$ cat src/rtl/shiftrows_pipe.sv
// Pipelined Rijndael ShiftRows / InvShiftRows for Nb = 4, 6 or 8 columns.
// The permutation sits in front of stage 0; the remaining stages only forward data under valid/ready.
module shiftrows_pipe #(
    parameter int NB     = 4,
    parameter int STAGES = 2,
    parameter int TAG_W  = 4
) (
    input  logic             clk,
    input  logic             rst_n,
    input  logic             in_valid,
    output logic             in_ready,
    input  logic             in_inv,
    input  logic [TAG_W-1:0] in_tag,
    input  logic [32*NB-1:0] in_data,
    output logic             out_valid,
    input  logic             out_ready,
    output logic             out_inv,
    output logic [TAG_W-1:0] out_tag,
    output logic [32*NB-1:0] out_data
);

    localparam int W = 32 * NB;

    if (!(NB == 4 || NB == 6 || NB == 8)) begin : g_bad_nb
        $error("shiftrows_pipe: NB must be 4, 6 or 8");
    end
    if (STAGES < 1 || STAGES > 4) begin : g_bad_stages
        $error("shiftrows_pipe: STAGES must be in 1..4");
    end
    if (TAG_W < 1) begin : g_bad_tag
        $error("shiftrows_pipe: TAG_W must be at least 1");
    end

    // Rijndael row offsets; Nb = 8 uses the wider spread for rows 2 and 3.
    function automatic int row_shift(input int r);
        case (r)
            0:       return 0;
            1:       return 1;
            2:       return (NB == 8) ? 3 : 2;
            default: return (NB == 8) ? 4 : 3;
        endcase
    endfunction

    logic [W-1:0] perm;

    always_comb begin
        int src;
        perm = '0;
        src  = 0;
        for (int c = 0; c < NB; c++) begin
            for (int r = 0; r < 4; r++) begin
                src = in_inv ? (c - row_shift(r) + NB) % NB : (c + row_shift(r)) % NB;
                perm[8*(4*c+r) +: 8] = in_data[8*(4*src+r) +: 8];
            end
        end
    end

    logic [STAGES-1:0] v;
    logic [STAGES-1:0] rdy;
    logic [STAGES-1:0] inv_q;
    logic [W-1:0]      data_q [STAGES];
    logic [TAG_W-1:0]  tag_q  [STAGES];

    // A stage can load unless it and every stage after it is full while the sink stalls.
    always_comb begin
        rdy = '0;
        for (int i = 0; i < STAGES; i++) begin
            rdy[i] = out_ready;
            for (int j = i; j < STAGES; j++) begin
                if (!v[j]) rdy[i] = 1'b1;
            end
        end
    end

    always_ff @(posedge clk or negedge rst_n) begin
        if (!rst_n) begin
            v     <= '0;
            inv_q <= '0;
            for (int i = 0; i < STAGES; i++) begin
                data_q[i] <= '0;
                tag_q[i]  <= '0;
            end
        end else begin
            if (rdy[0]) begin
                v[0] <= in_valid;
                if (in_valid) begin
                    data_q[0] <= perm;
                    inv_q[0]  <= in_inv;
                    tag_q[0]  <= in_tag;
                end
            end
            for (int i = 1; i < STAGES; i++) begin
                if (rdy[i]) begin
                    v[i] <= v[i-1];
                    if (v[i-1]) begin
                        data_q[i] <= data_q[i-1];
                        inv_q[i]  <= inv_q[i-1];
                        tag_q[i]  <= tag_q[i-1];
                    end
                end
            end
        end
    end

    assign in_ready  = rdy[0];
    assign out_valid = v[STAGES-1];
    assign out_inv   = inv_q[STAGES-1];
    assign out_tag   = tag_q[STAGES-1];
    assign out_data  = data_q[STAGES-1];

endmodule
$ cat config.mk
export PLATFORM = sky130hd
export DESIGN_NAME = shiftrows_pipe
export DESIGN_NICKNAME = d
export VERILOG_FILES = /design/src/rtl/shiftrows_pipe.sv
export SDC_FILE = /design/constraint.sdc
export NUM_CORES = 1
export LEC_CHECK = 0
export BUFFER_PORTS_ARGS = -buffer_cell sky130_fd_sc_hd__buf_2
export CAP_MARGIN = 30
export CORE_UTILIZATION = 49
export CTS_CLUSTER_SIZE = 40
export DETAILED_ROUTE_END_ITERATION = 8
export PLACE_DENSITY = 0.77
export SKIP_CTS_REPAIR_TIMING = 1
export SLEW_MARGIN = 20
export SYNTH_ARGS = -nofsm -noshare
export SYNTH_HDL_FRONTEND = slang
export SYNTH_SLANG_ARGS = --single-unit
$ cat constraint.sdc
create_clock -name clk -period 1.4 [get_ports clk]
set_input_delay 0.07 -clock clk [delete_from_list [all_inputs] [get_ports clk]]
set_output_delay 0.07 -clock clk [all_outputs]
set_load 0.05 [all_outputs]
After elaboration in Yosys (flattened, before gate mapping). Index checks and enable logic that the tools add are counted. W data, S select, Z words.

Add/sub/neg operators: 8. Shift operators: 8. Mux-type cells: 7. Reductions and logical operators: 2.

Operators by type and width (number): $shiftx A128 B32 Y8 (6); $shiftx A128 B9 Y8 (2); $add A29 B3 Y29 const B (3); $add A29 B2 Y29 const B (1); $add A4 B1 Y5 const B (3); $mux W2 (4); $add A4 B2 Y5 const B (1); $reduce_and A2 Y1 (2); $mux W1 (3).

Register bits after elaboration: 268. Input port bits: 137. Output and inout port bits: 135. Logic and storage cells: 33.

Depth between registers and ports, before layout.
Depth after elaboration: 3. Mapped depth: 5. Depth with buffers taken out: 3.

Worst setup path before layout. Ideal clock, no wire load.

Path type: register to register. Start point: register v[1]. End point: register data_q[230] in the netlist's numbering. Setup time: 0.127 ns. Arrival time: 1.568 ns. Required time: 1.273 ns. Slack: -0.296 ns. Stages on the path, launching flop included: 6. Path buffers: 2. Period minus slack after synthesis: 1.696 ns. Cell sequence: dfrtp_1 -> nand3b_2 -> nand2_2 -> buf_6 -> buf_6 -> mux2_1.

Word-level cells in the longest chain between the ends: 2.

RTL lines: start, declared (line 58) `logic [STAGES-1:0] v;`; start signal, assigned by index (line 94) `v[i] <= v[i-1];`; $mux W1 (line 70) `if (!v[j]) rdy[i] = 1'b1;`; $reduce_and A2 Y1 (no line); end signal, assigned by index (line 96) `data_q[i] <= data_q[i-1];`; end, declared (line 61) `logic [W-1:0] data_q [STAGES];`.

Every way passes these cells. A chain may end at the register's enable or synchronous reset.

Worst setup path in the final report.
Start point: register v[0]. End point: output port in_ready.

Word-level cells in the longest chain between the ends: 2.

RTL lines: start signal, assigned (line 85) `v[0] <= in_valid;`; start signal, assigned by index (line 94); $mux W1 (2 in a row) (line 70); end, declared (line 11) `output logic in_ready,`.

Every way passes these cells.

==> parameters.txt <==
Parameter                              Value

Status
  Outcome ... complete, but fails checks
  Violations in the final reports ... negative setup slack

Die
  Initial standard-cell utilization of the core ... 49.87%
  Core area ... 23,470 sq um
  Vertical die dimension ... 156.6 um
  Chip Width ... 156.6 um
  Die outline area ... 24,510 sq um
  Std-Cell Rows ... 56
  Ports ... 272

Global routing
  Global-route wire length before repair ... 36.73 mm
  Via count of the first global-routing pass ... 7,062
  GRT overflow ... 0
  Pin count of the biggest net entering global routing ... 130
  Initial antenna violation count ... 0
  All-layer global routing usage ... 18.68%

Route
  Via count of the routed design ... 7,780
  Final wirelength ... 27.76 mm
  Routed vias/inst ... 5.146
  Count of routing violations after the opening detailed-route iteration ... 436
  Total DRC errors in the routed layout ... 0
  Detail Route Antenna Nets ... 0
  1st-pass router iterations ... 4
  Routed len/inst ... 18.36 um

Clock network
  Number of sinks driven by the clock tree ... 268
  H-tree depth reported by CTS ... 1
  CTS root buffer ... sky130_fd_sc_hd__clkbuf_16
  CTS max path bufs ... 3
  Number of buffers created by CTS ... 28
  Clock tree from TritonCTS ... done
  Clock edge transition at the registers on the reported setup and hold paths ... 60 ps
  Insertion delay of the later-clocked pin in the worst-skew pair ... 530 ps

Setup path
  Worst R2R Path Depth ... 4
  Worst endpoint required time ... 1330 ps
  Critical path capture point type ... primary output
  Crit-path cells ... nand3b_4, buf_16, buf_12
  Worst reg-to-reg setup slack ... -90 ps
  Worst path depth ... 3
  End of the worst register-to-register path ... data_q[227]
  Longest individual stage delay on the worst path ... 440 ps
  Max FO, Critical Path ... 6
  Arrival time worst endpoint ... 1430 ps
  Crit-path leading delay family ... flip-flops
  FF-to-FF Start ... v[0]
  Buf/Inv on CP ... 2
  Worst path slowest cell ... sky130_fd_sc_hd__dfrtp_2
  Critical path class ... flop to primary output
  Launching element of the worst setup path ... v[0]
  Critical Path Sink ... in_ready
  Startpoint Class ... flop

Timing
  Final period utilization ... 107.3%
  Number of hold violations in the final report ... 0
  Slew at the pin closest to its max-slew limit ... 594.8 ps
  Max frequency ... 665.6 MHz
  Sum of negative setup slack ... -4108 ps
  Total count of max-transition violations in the final report ... 0
  Slew headroom ... 60.35%
  Setup Viol. Count Final ... 69
  Worst hold margin ... 132.5 ps
  Layout Skew ... 12.63 ps
  Shortest period the worst path allows ... 1502 ps
  Final worst setup slack ... -102.3 ps
  Unrepaired setup endpoints after global routing ... yes

Placed design
  Placed inst area ... 12,600 sq um
  Final GP Congestion ... 0.7501
  Number of port buffers ... 271
  DPL Wire Length ... 15.69 mm
  Worst slack at placement ... -132.3 ps
  Number of placed instances, taps included ... 1,287

Layout
  Post-layout util ... 65.75%
  Layout Nets ... 1,311
  Share of layout cells above drive strength 1 ... 40.74%
  Antenna diode count ... 0
  Cell Count, Final, Fillers Out ... 1,512
  Signed area change from the synthesized netlist to the final layout ... 31.86%
  Final standard cell area without fillers ... 15,430 sq um

Worst hold path
  Hold-critical path depth ... 3
  Classification of the worst-slack hold path ... input port to flop

Flow run
  Max-capacitance violation count ... 0

Power and ir drop
  Pwr Density ... 1673 nW/um^2
  Leakage ... 6.992 nW
  Final total power ... 25.81 mW
  Maximum resistive drop on vdd ... 1290 uV

Synth
  Sequential fraction of the synthesis area ... 57.30%
  Total nets after synthesis ... 993
  Fraction of post-synthesis cell area in the top cell type by area ... 57.30%
  Post-Synthesis Cells ... 856
  Cell type with the largest total area after synthesis ... sky130_fd_sc_hd__dfrtp_1
  Average footprint of a synthesized cell ... 13.67 sq um
  Count of different cell masters after synthesis ... 15
  Number of warnings printed during yosys synthesis ... 0
  Area of the mapped netlist ... 11,700 sq um
  Total of flip-flops plus latches after synthesis ... 268
  Biggest area contributors in the synthesized netlist ... sky130_fd_sc_hd__dfrtp_1, sky130_fd_sc_hd__mux2_2, sky130_fd_sc_hd__buf_4, sky130_fd_sc_hd__mux2_1, sky130_fd_sc_hd__mux2i_1
[sequential cells by signal, indices dropped and copies added (netlist names)]
| register | flops |
|---|---|
| v | 2 |
| tag_q | 4 |
| data_q | 128 |
| out_data | 128 |
| out_tag | 4 |
| inv_q | 2 |
[power by group]
| group | total [mW] | switching [mW] | internal (mW) |
|---|---|---|---|
| Sequential | 10.2 | 0.862 | 9.34 |
| Clock | 7.38 | 2.92 | 4.46 |
| Combinational | 8.23 | 5.59 | 2.64 |
[how the worst min path moves through the flow]
stage	slack, ps	startpoint	to
2_1_floorplan	-230	rst_n	data_q[128]
3_3_place_gp	-50	rst_n	data_q[160]
3_5_place_dp	-50	rst_n	data_q[160]
4_1_cts	-620	rst_n	data_q[160]
5_1_grt	140	in_inv	inv_q[0]
6_report	130	in_inv	inv_q[0]
[area by class of cell]
class | instances | area, sq um
clock buffers | 43 | 838.3
clock inverters | 6 | 85.08
fillers | 1629 | 8039
multi-input cells | 400 | 3766
flip-flops and latches | 268 | 6709
well taps | 319 | 399.1
repair buffers | 476 | 3636
[Yosys cell counts (all sizes together)]
cell type,number
dfrtp,268
mux2,202
buf,171
a21oi,64
a31oi,64
mux2i,64
clkbuf,17
nand2b,3
nand2,2
nand3b,1
[worst register-to-register path: stages (launching register included)]
cell and delay (ps):
sky130_fd_sc_hd__dfrtp_2 440, sky130_fd_sc_hd__nand3b_4 140, sky130_fd_sc_hd__nand2_4 140, sky130_fd_sc_hd__buf_16 230, sky130_fd_sc_hd__mux2_2 410
[cell families after synthesis]
| family | after synthesis | synth area share [%] |
|---|---|---|
| AOI/OAI and AO/OA | 128 | 6.157 |
| and+or+nand+nor | 6 | 0.3421 |
| buffers and inverters | 188 | 11.30 |
| muxes | 266 | 24.91 |
| DFF | 268 | 57.30 |
[layout by cell type, fill, tap and decap left out, drive strengths merged]
| master | Yosys | routed |
|---|---|---|
| bufinv | 0 | 2 |
| mux2i | 64 | 64 |
| nand2b | 3 | 3 |
| a21oi | 64 | 64 |
| a31oi | 64 | 64 |
| nand3b | 1 | 1 |
| nand2 | 2 | 2 |
| dfrtp | 268 | 268 |
| dlygate4sd3 | 0 | 168 |
| clkinv | 0 | 2 |
| buf | 171 | 304 |
| clkinvlp | 0 | 2 |
| clkbuf | 17 | 47 |
| mux2 | 202 | 202 |
[metal layers]
| metal | track usage [%] | routed length (um) | vias up |
|---|---|---|---|
| li1 | - | - | 3551 |
| met1 | 23.26 | 10850 | 3918 |
| met2 | 32.16 | 14420 | 265 |
| met3 | 5.262 | 1946 | 46 |
| met4 | 4.295 | 543 | 0 |
| met5 | 0 | 0 | - |
Power figures use the tool's default switching activity.
